--- config.mk ---
export PLATFORM = sky130hd
export DESIGN_NAME = alu_operand_stage
export DESIGN_NICKNAME = d
export VERILOG_FILES = /design/src/rtl/alu_operand_stage_pkg.sv /design/src/rtl/alu_imm_extend.sv /design/src/rtl/alu_operand_stage.sv
export SDC_FILE = /design/constraint.sdc
export NUM_CORES = 1
export LEC_CHECK = 0
export ABC_AREA = 1
export BUFFER_PORTS_ARGS = -buffer_cell sky130_fd_sc_hd__buf_2
export CAP_MARGIN = 40
export CORE_MARGIN = 10
export CORE_UTILIZATION = 40
export DETAILED_ROUTE_END_ITERATION = 8
export PLACE_DENSITY = 0.76
export SYNTH_ARGS = -nofsm -noshare
export SYNTH_HDL_FRONTEND = slang
export SYNTH_SLANG_ARGS = --single-unit
--- constraint.sdc ---
create_clock -name clk -period 4.48 [get_ports clk]
set_input_delay 0.896 -clock clk [delete_from_list [all_inputs] [get_ports clk]]
set_output_delay 0.896 -clock clk [all_outputs]
set_load 0.01 [all_outputs]
--- src/rtl/alu_operand_stage_pkg.sv ---
// rtl/alu_operand_stage_pkg.sv - shared widths, ALU opcodes, immediate modes and fill states
package alu_operand_stage_pkg;

    localparam int XLEN_DEF = 32;
    localparam int OPW_DEF  = 4;
    localparam int RW_DEF   = 4;
    localparam int IMMW_DEF = 18;

    // SimpleRISC ALU opcodes
    localparam logic [3:0] ALU_ADD  = 4'h0;
    localparam logic [3:0] ALU_SUB  = 4'h1;
    localparam logic [3:0] ALU_AND  = 4'h2;
    localparam logic [3:0] ALU_OR   = 4'h3;
    localparam logic [3:0] ALU_XOR  = 4'h4;
    localparam logic [3:0] ALU_SLL  = 4'h5;
    localparam logic [3:0] ALU_SRL  = 4'h6;
    localparam logic [3:0] ALU_SRA  = 4'h7;
    localparam logic [3:0] ALU_SLT  = 4'h8;
    localparam logic [3:0] ALU_SLTU = 4'h9;
    localparam logic [3:0] ALU_MOV  = 4'hA;

    // Immediate modifier encodings; 2'b11 behaves like sign extension
    typedef enum logic [1:0] {
        IMM_SEXT     = 2'b00,
        IMM_ZEXT     = 2'b01,
        IMM_HI       = 2'b10,
        IMM_SEXT_ALT = 2'b11
    } imm_mod_e;

    // Occupancy of the main/skid pair
    typedef enum logic [1:0] {
        ST_EMPTY = 2'b00,
        ST_ONE   = 2'b01,
        ST_FULL  = 2'b10
    } fill_state_e;

endpackage

--- src/rtl/alu_imm_extend.sv ---
// rtl/alu_imm_extend.sv - combinational immediate extender (sign, zero, high-half)
module alu_imm_extend
    import alu_operand_stage_pkg::*;
#(
    parameter int XLEN = XLEN_DEF,
    parameter int IMMW = IMMW_DEF
) (
    input  logic [IMMW-1:0] imm_i,
    input  logic [1:0]      mod_i,
    output logic [XLEN-1:0] ext_o
);

    localparam int HW = XLEN / 2;

    // Select the extension form; the unused encoding falls back to sign extension
    always_comb begin
        ext_o = '0;
        case (imm_mod_e'(mod_i))
            IMM_ZEXT: ext_o = {{(XLEN-IMMW){1'b0}}, imm_i};
            IMM_HI:   ext_o = {imm_i[HW-1:0], {HW{1'b0}}};
            default:  ext_o = {{(XLEN-IMMW){imm_i[IMMW-1]}}, imm_i};
        endcase
    end

endmodule

--- src/rtl/alu_operand_stage.sv ---
// rtl/alu_operand_stage.sv - ID/EX operand stage with 2-entry skid buffer; ALU_OPSTAGE_FWD_EN enables writeback forwarding
module alu_operand_stage
    import alu_operand_stage_pkg::*;
#(
    parameter int XLEN = XLEN_DEF,
    parameter int OPW  = OPW_DEF,
    parameter int RW   = RW_DEF,
    parameter int IMMW = IMMW_DEF
) (
    input  logic            clk,
    input  logic            rst,
    input  logic            flush,
    input  logic            in_valid,
    output logic            in_ready,
    input  logic [OPW-1:0]  in_op,
    input  logic [RW-1:0]   in_rd,
    input  logic [RW-1:0]   in_rs1,
    input  logic [RW-1:0]   in_rs2,
    input  logic [XLEN-1:0] in_rs1_val,
    input  logic [XLEN-1:0] in_rs2_val,
    input  logic            in_use_imm,
    input  logic [IMMW-1:0] in_imm,
    input  logic [1:0]      in_imm_mod,
    input  logic            fwd_valid,
    input  logic [RW-1:0]   fwd_rd,
    input  logic [XLEN-1:0] fwd_val,
    output logic            out_valid,
    input  logic            out_ready,
    output logic [OPW-1:0]  out_op,
    output logic [XLEN-1:0] out_a,
    output logic [XLEN-1:0] out_b,
    output logic [RW-1:0]   out_rd
);

    // One buffered instruction; source indices are kept so held operands can still be patched
    typedef struct packed {
        logic [OPW-1:0]  op;
        logic [RW-1:0]   rd;
        logic [XLEN-1:0] a;
        logic [XLEN-1:0] b;
        logic [RW-1:0]   rs1;
        logic [RW-1:0]   rs2;
        logic            use_rs2;
    } entry_t;

    fill_state_e     state_q, state_d;
    entry_t          main_q, main_d;
    entry_t          skid_q, skid_d;
    logic            in_ready_q, in_ready_d;
    logic [XLEN-1:0] imm_ext;
    entry_t          in_entry;
    entry_t          in_fwd, main_fwd, skid_fwd;
    logic            accept, drain;

    alu_imm_extend #(
        .XLEN (XLEN),
        .IMMW (IMMW)
    ) u_imm_extend (
        .imm_i (in_imm),
        .mod_i (in_imm_mod),
        .ext_o (imm_ext)
    );

    // Assemble the incoming instruction into entry form
    always_comb begin
        in_entry         = '0;
        in_entry.op      = in_op;
        in_entry.rd      = in_rd;
        in_entry.a       = in_rs1_val;
        in_entry.b       = in_use_imm ? imm_ext : in_rs2_val;
        in_entry.rs1     = in_rs1;
        in_entry.rs2     = in_rs2;
        in_entry.use_rs2 = !in_use_imm;
    end

`ifdef ALU_OPSTAGE_FWD_EN
    // Replace operands whose source register is being written back this cycle
    function automatic entry_t fwd_patch(input entry_t e, input logic fv,
                                         input logic [RW-1:0] frd, input logic [XLEN-1:0] fval);
        entry_t r;
        r = e;
        if (fv && (frd == e.rs1)) begin
            r.a = fval;
        end
        if (fv && e.use_rs2 && (frd == e.rs2)) begin
            r.b = fval;
        end
        return r;
    endfunction

    assign in_fwd   = fwd_patch(in_entry, fwd_valid, fwd_rd, fwd_val);
    assign main_fwd = fwd_patch(main_q,   fwd_valid, fwd_rd, fwd_val);
    assign skid_fwd = fwd_patch(skid_q,   fwd_valid, fwd_rd, fwd_val);
`else
    // Without forwarding the writeback bus is present but has no effect
    logic unused_fwd;
    assign unused_fwd = ^{fwd_valid, fwd_rd, fwd_val};
    assign in_fwd     = in_entry;
    assign main_fwd   = main_q;
    assign skid_fwd   = skid_q;
`endif

    assign accept = in_valid && in_ready_q;
    assign drain  = (state_q != ST_EMPTY) && out_ready;

    // Occupancy FSM and entry steering; held entries pick up forwarded values, flush empties both
    always_comb begin
        state_d = state_q;
        main_d  = main_fwd;
        skid_d  = skid_fwd;
        case (state_q)
            ST_EMPTY: begin
                if (accept) begin
                    main_d  = in_fwd;
                    state_d = ST_ONE;
                end
            end
            ST_ONE: begin
                if (accept && drain) begin
                    main_d = in_fwd;
                end else if (accept) begin
                    skid_d  = in_fwd;
                    state_d = ST_FULL;
                end else if (drain) begin
                    state_d = ST_EMPTY;
                end
            end
            ST_FULL: begin
                if (drain) begin
                    main_d  = skid_fwd;
                    state_d = ST_ONE;
                end
            end
            default: begin
                state_d = ST_EMPTY;
            end
        endcase
        if (flush) begin
            state_d = ST_EMPTY;
        end
        in_ready_d = (state_d != ST_FULL);
    end

    // State, entry and registered ready; reset discards everything at once
    always_ff @(posedge clk or posedge rst) begin
        if (rst) begin
            state_q    <= ST_EMPTY;
            main_q     <= '0;
            skid_q     <= '0;
            in_ready_q <= 1'b0;
        end else begin
            state_q    <= state_d;
            main_q     <= main_d;
            skid_q     <= skid_d;
            in_ready_q <= in_ready_d;
        end
    end

    assign in_ready  = in_ready_q;
    assign out_valid = (state_q != ST_EMPTY);
    assign out_op    = main_q.op;
    assign out_rd    = main_q.rd;
    assign out_a     = main_q.a;
    assign out_b     = main_q.b;

endmodule

==> flow_summary.ini <==
[run_status]
status = completed

[final_layout]
final_common_cell = nand2_1
postLayoutCellArea_mm2 = 0.00871
drive_gt1_share_pct = 19.5
fillCellCount = 1665
n_antenna_cell = 0
fin_cells = 1347
nNetsFinal = 1255
layout_common_cells = 437 x nand2_1, 171 x buf_2, 147 x dfrtp_1
areaGrowthSynthToFinish_pct = 22.3

[placement]
place_area_mm2 = 0.00809
gp_congestion = 0.872
io_buffers = 171
dp_hpwl_um = 13800
dp_cells = 1316
pre_cts_ws_ns = 1.40

[synth]
synth_area_leaders = dfrtp_1 52%, nand2_1 23%, o21ai_1 6.1%, inv_1 4.5%, nand3_1 3.8%
synth.distinct_cells = 16
syn_nets = 1112
syn_avg_cell_area_um2 = 7.36
synth_top_area_share_pct = 51.7
synth-seq-cells = 147
synth_warnings = 0
synth_largest_area_cell = dfrtp_1
synthCells = 967
syn_area_mm2 = 0.00712
yosysSeqAreaShare_pct = 51.7

[floorplanning]
die_h_um = 153
die_width_um = 153
rows = 48
coreArea_mm2 = 0.0174
dieArea_mm2 = 0.0235
io_pins = 217
start_util_pct = 41.0

[global_route]
overflow = 0
grtUsageMet3_pct = 5.72
grt_pass1_vias = 6475
antenna_found_initial = 1
met2_usage_pct = 25.5
grt_pass1_wl_um = 33500
grt_max_degree = 83
grt.busiest_layer = met2
use_met1_pct = 22.8
groute.usage.overall_pct = 17.3

[detailed_routing]
postRouteAntennaNets = 0
dr.first_iter.drc_count = 618
drc = 0
routedWlPerCell_um = 15.0
wl_um = 20200
via_count = 6630
dr.pass1.iters = 6
vias_per_cell = 4.92

[clocking]
cts_resized = 0
post-cts-setup-buffers = 0
hold_buffers = 0
cts_root_buf = clkbuf_16
clkSinkCount = 147
tritoncts = yes
htree_levels = 4
clock_latency_ns = 0.42
cts_made_buffers = 17
cts_buffer_depth = 2
clk_pin_slew_ns = 0.06

[timing]
hold_viol_final = 0
slew_headroom_pct = 44.3
min_period_over_period_pct = 65.4
rsz0062_at_grt = no
finalSetupTns_ns = 0
fin_skew_ns = 0.0133
max_freq_ghz = 0.341
finalSetupViolCount = 0
min_period_ns = 2.93
setup_slack_ns = 1.55
maxSlewViolCount = 0
worst_slew_pin_slew_ns = 0.835

[critical_path]
end_kind = flop
crit_fanout = 57
critPathLaunchType = flop
critPathKind = reg -> reg
cp_data_required_time_ns = 4.78
critPathArrivalTime_ns = 3.23

[run]
cap_violations = 0

[power]
vdd.ir_drop.worst_mv = 0.260
leakage_nw = 4.96
power_density_mw_per_mm2 = 459

[worst_hold_path]
worstHoldPathType = reg -> reg
-- path summary, 6_finish.rpt --
path / from / end / slack, ns / cells past startpoint
setup / recovery: state_q[1] / skid_fwd[58] / 1.55 / 7
hold / removal: out_b[15] / out_b[15] / 0.47 / 2
setup reg to reg: state_q[1] / skid_fwd[58] / 1.55 / 7
hold reg to reg: out_b[15] / out_b[15] / 0.47 / 2
max in group asynchronous: rst / out_op[1] / 3.02 / 3
min in group asynchronous: rst / out_a[10] / 0.56 / 2
-- worst max-delay path: stages, from the launching register on --
cell and delay, ns:
dfrtp_1 0.88, nor2_1 0.11, nand3_1 0.10, buf_4 0.30, clkinv_2 0.72, buf_4 0.52, nand2_1 0.10, o21ai_1 0.06
-- cell usage after synthesis --
cell type  number
ha_1            2
nor2_1         38
o21ai_0        23
nand4_1        16
o21ai_1        87
nand3_2         1
inv_1          85
a21oi_1        15
clkbuf_1       14
buf_1           3
nand2_1       438
dfrtp_1       147
buf_4          10
buf_2          31
nand3_1        54
inv_2           3
-- registers in the layout, indices dropped and copies added, names as in the netlist --
signal and cells:
out_op 4, out_rd 4, out_b 32, skid_fwd 72, in_ready 1, state_q 2, out_a 32
-- layout make-up --
type	instances	area [µm²]	area share, %
multi-input cells	674	2830	32.5
clock buffers	17	425	4.89
flip-flops and latches	147	3680	42.3
repair buffers	182	966	11.1
clock inverters	14	186	2.14
inverters	88	335	3.85
well taps	225	282	3.23
-- cells by family (layout without fill, tap and decap cells) --
| kind of cell | count (synthesis) | in the layout | share of synthesized area, % |
|---|---|---|---|
| AO/OA/AOI/OAI | 125 | 125 | 8.79 |
| flip-flops | 147 | 147 | 51.7 |
| buffers and inverters | 146 | 301 | 8.77 |
| AND/OR/NAND/NOR | 547 | 547 | 30.4 |
| adder cells (fa/ha/maj) | 2 | 2 | 0.351 |
-- power breakdown --
group / internal [W] / switching [W]
registers: 0.00161 / 0.000112
logic: 0.000289 / 0.000488
clock network: 0.000926 / 0.000565
total: 0.00283 / 0.00117
-- per-stage QoR --
| step | power, W | util [%] | hold WS, ns |
|---|---|---|---|
| 2_1_floorplan | 0.00223 | - | 0.450 |
| 3_3_place_gp | 0.00249 | 46.5 | 0.457 |
| 3_5_place_dp | 0.00253 | 46.6 | 0.459 |
| 4_1_cts | 0.00404 | 50.2 | 0.477 |
| 5_1_grt | 0.00424 | 50.2 | 0.493 |
| 6_report | 0.00399 | 50.2 | 0.468 |
-- per-layer routing --
metal / vias up / wire, µm
met4: 2 / 574
met2: 263 / 8730
met3: 33 / 1790
met5: - / 11
met1: 3034 / 9130
li1: 3298 / -
Power figures use the tool's default switching activity.
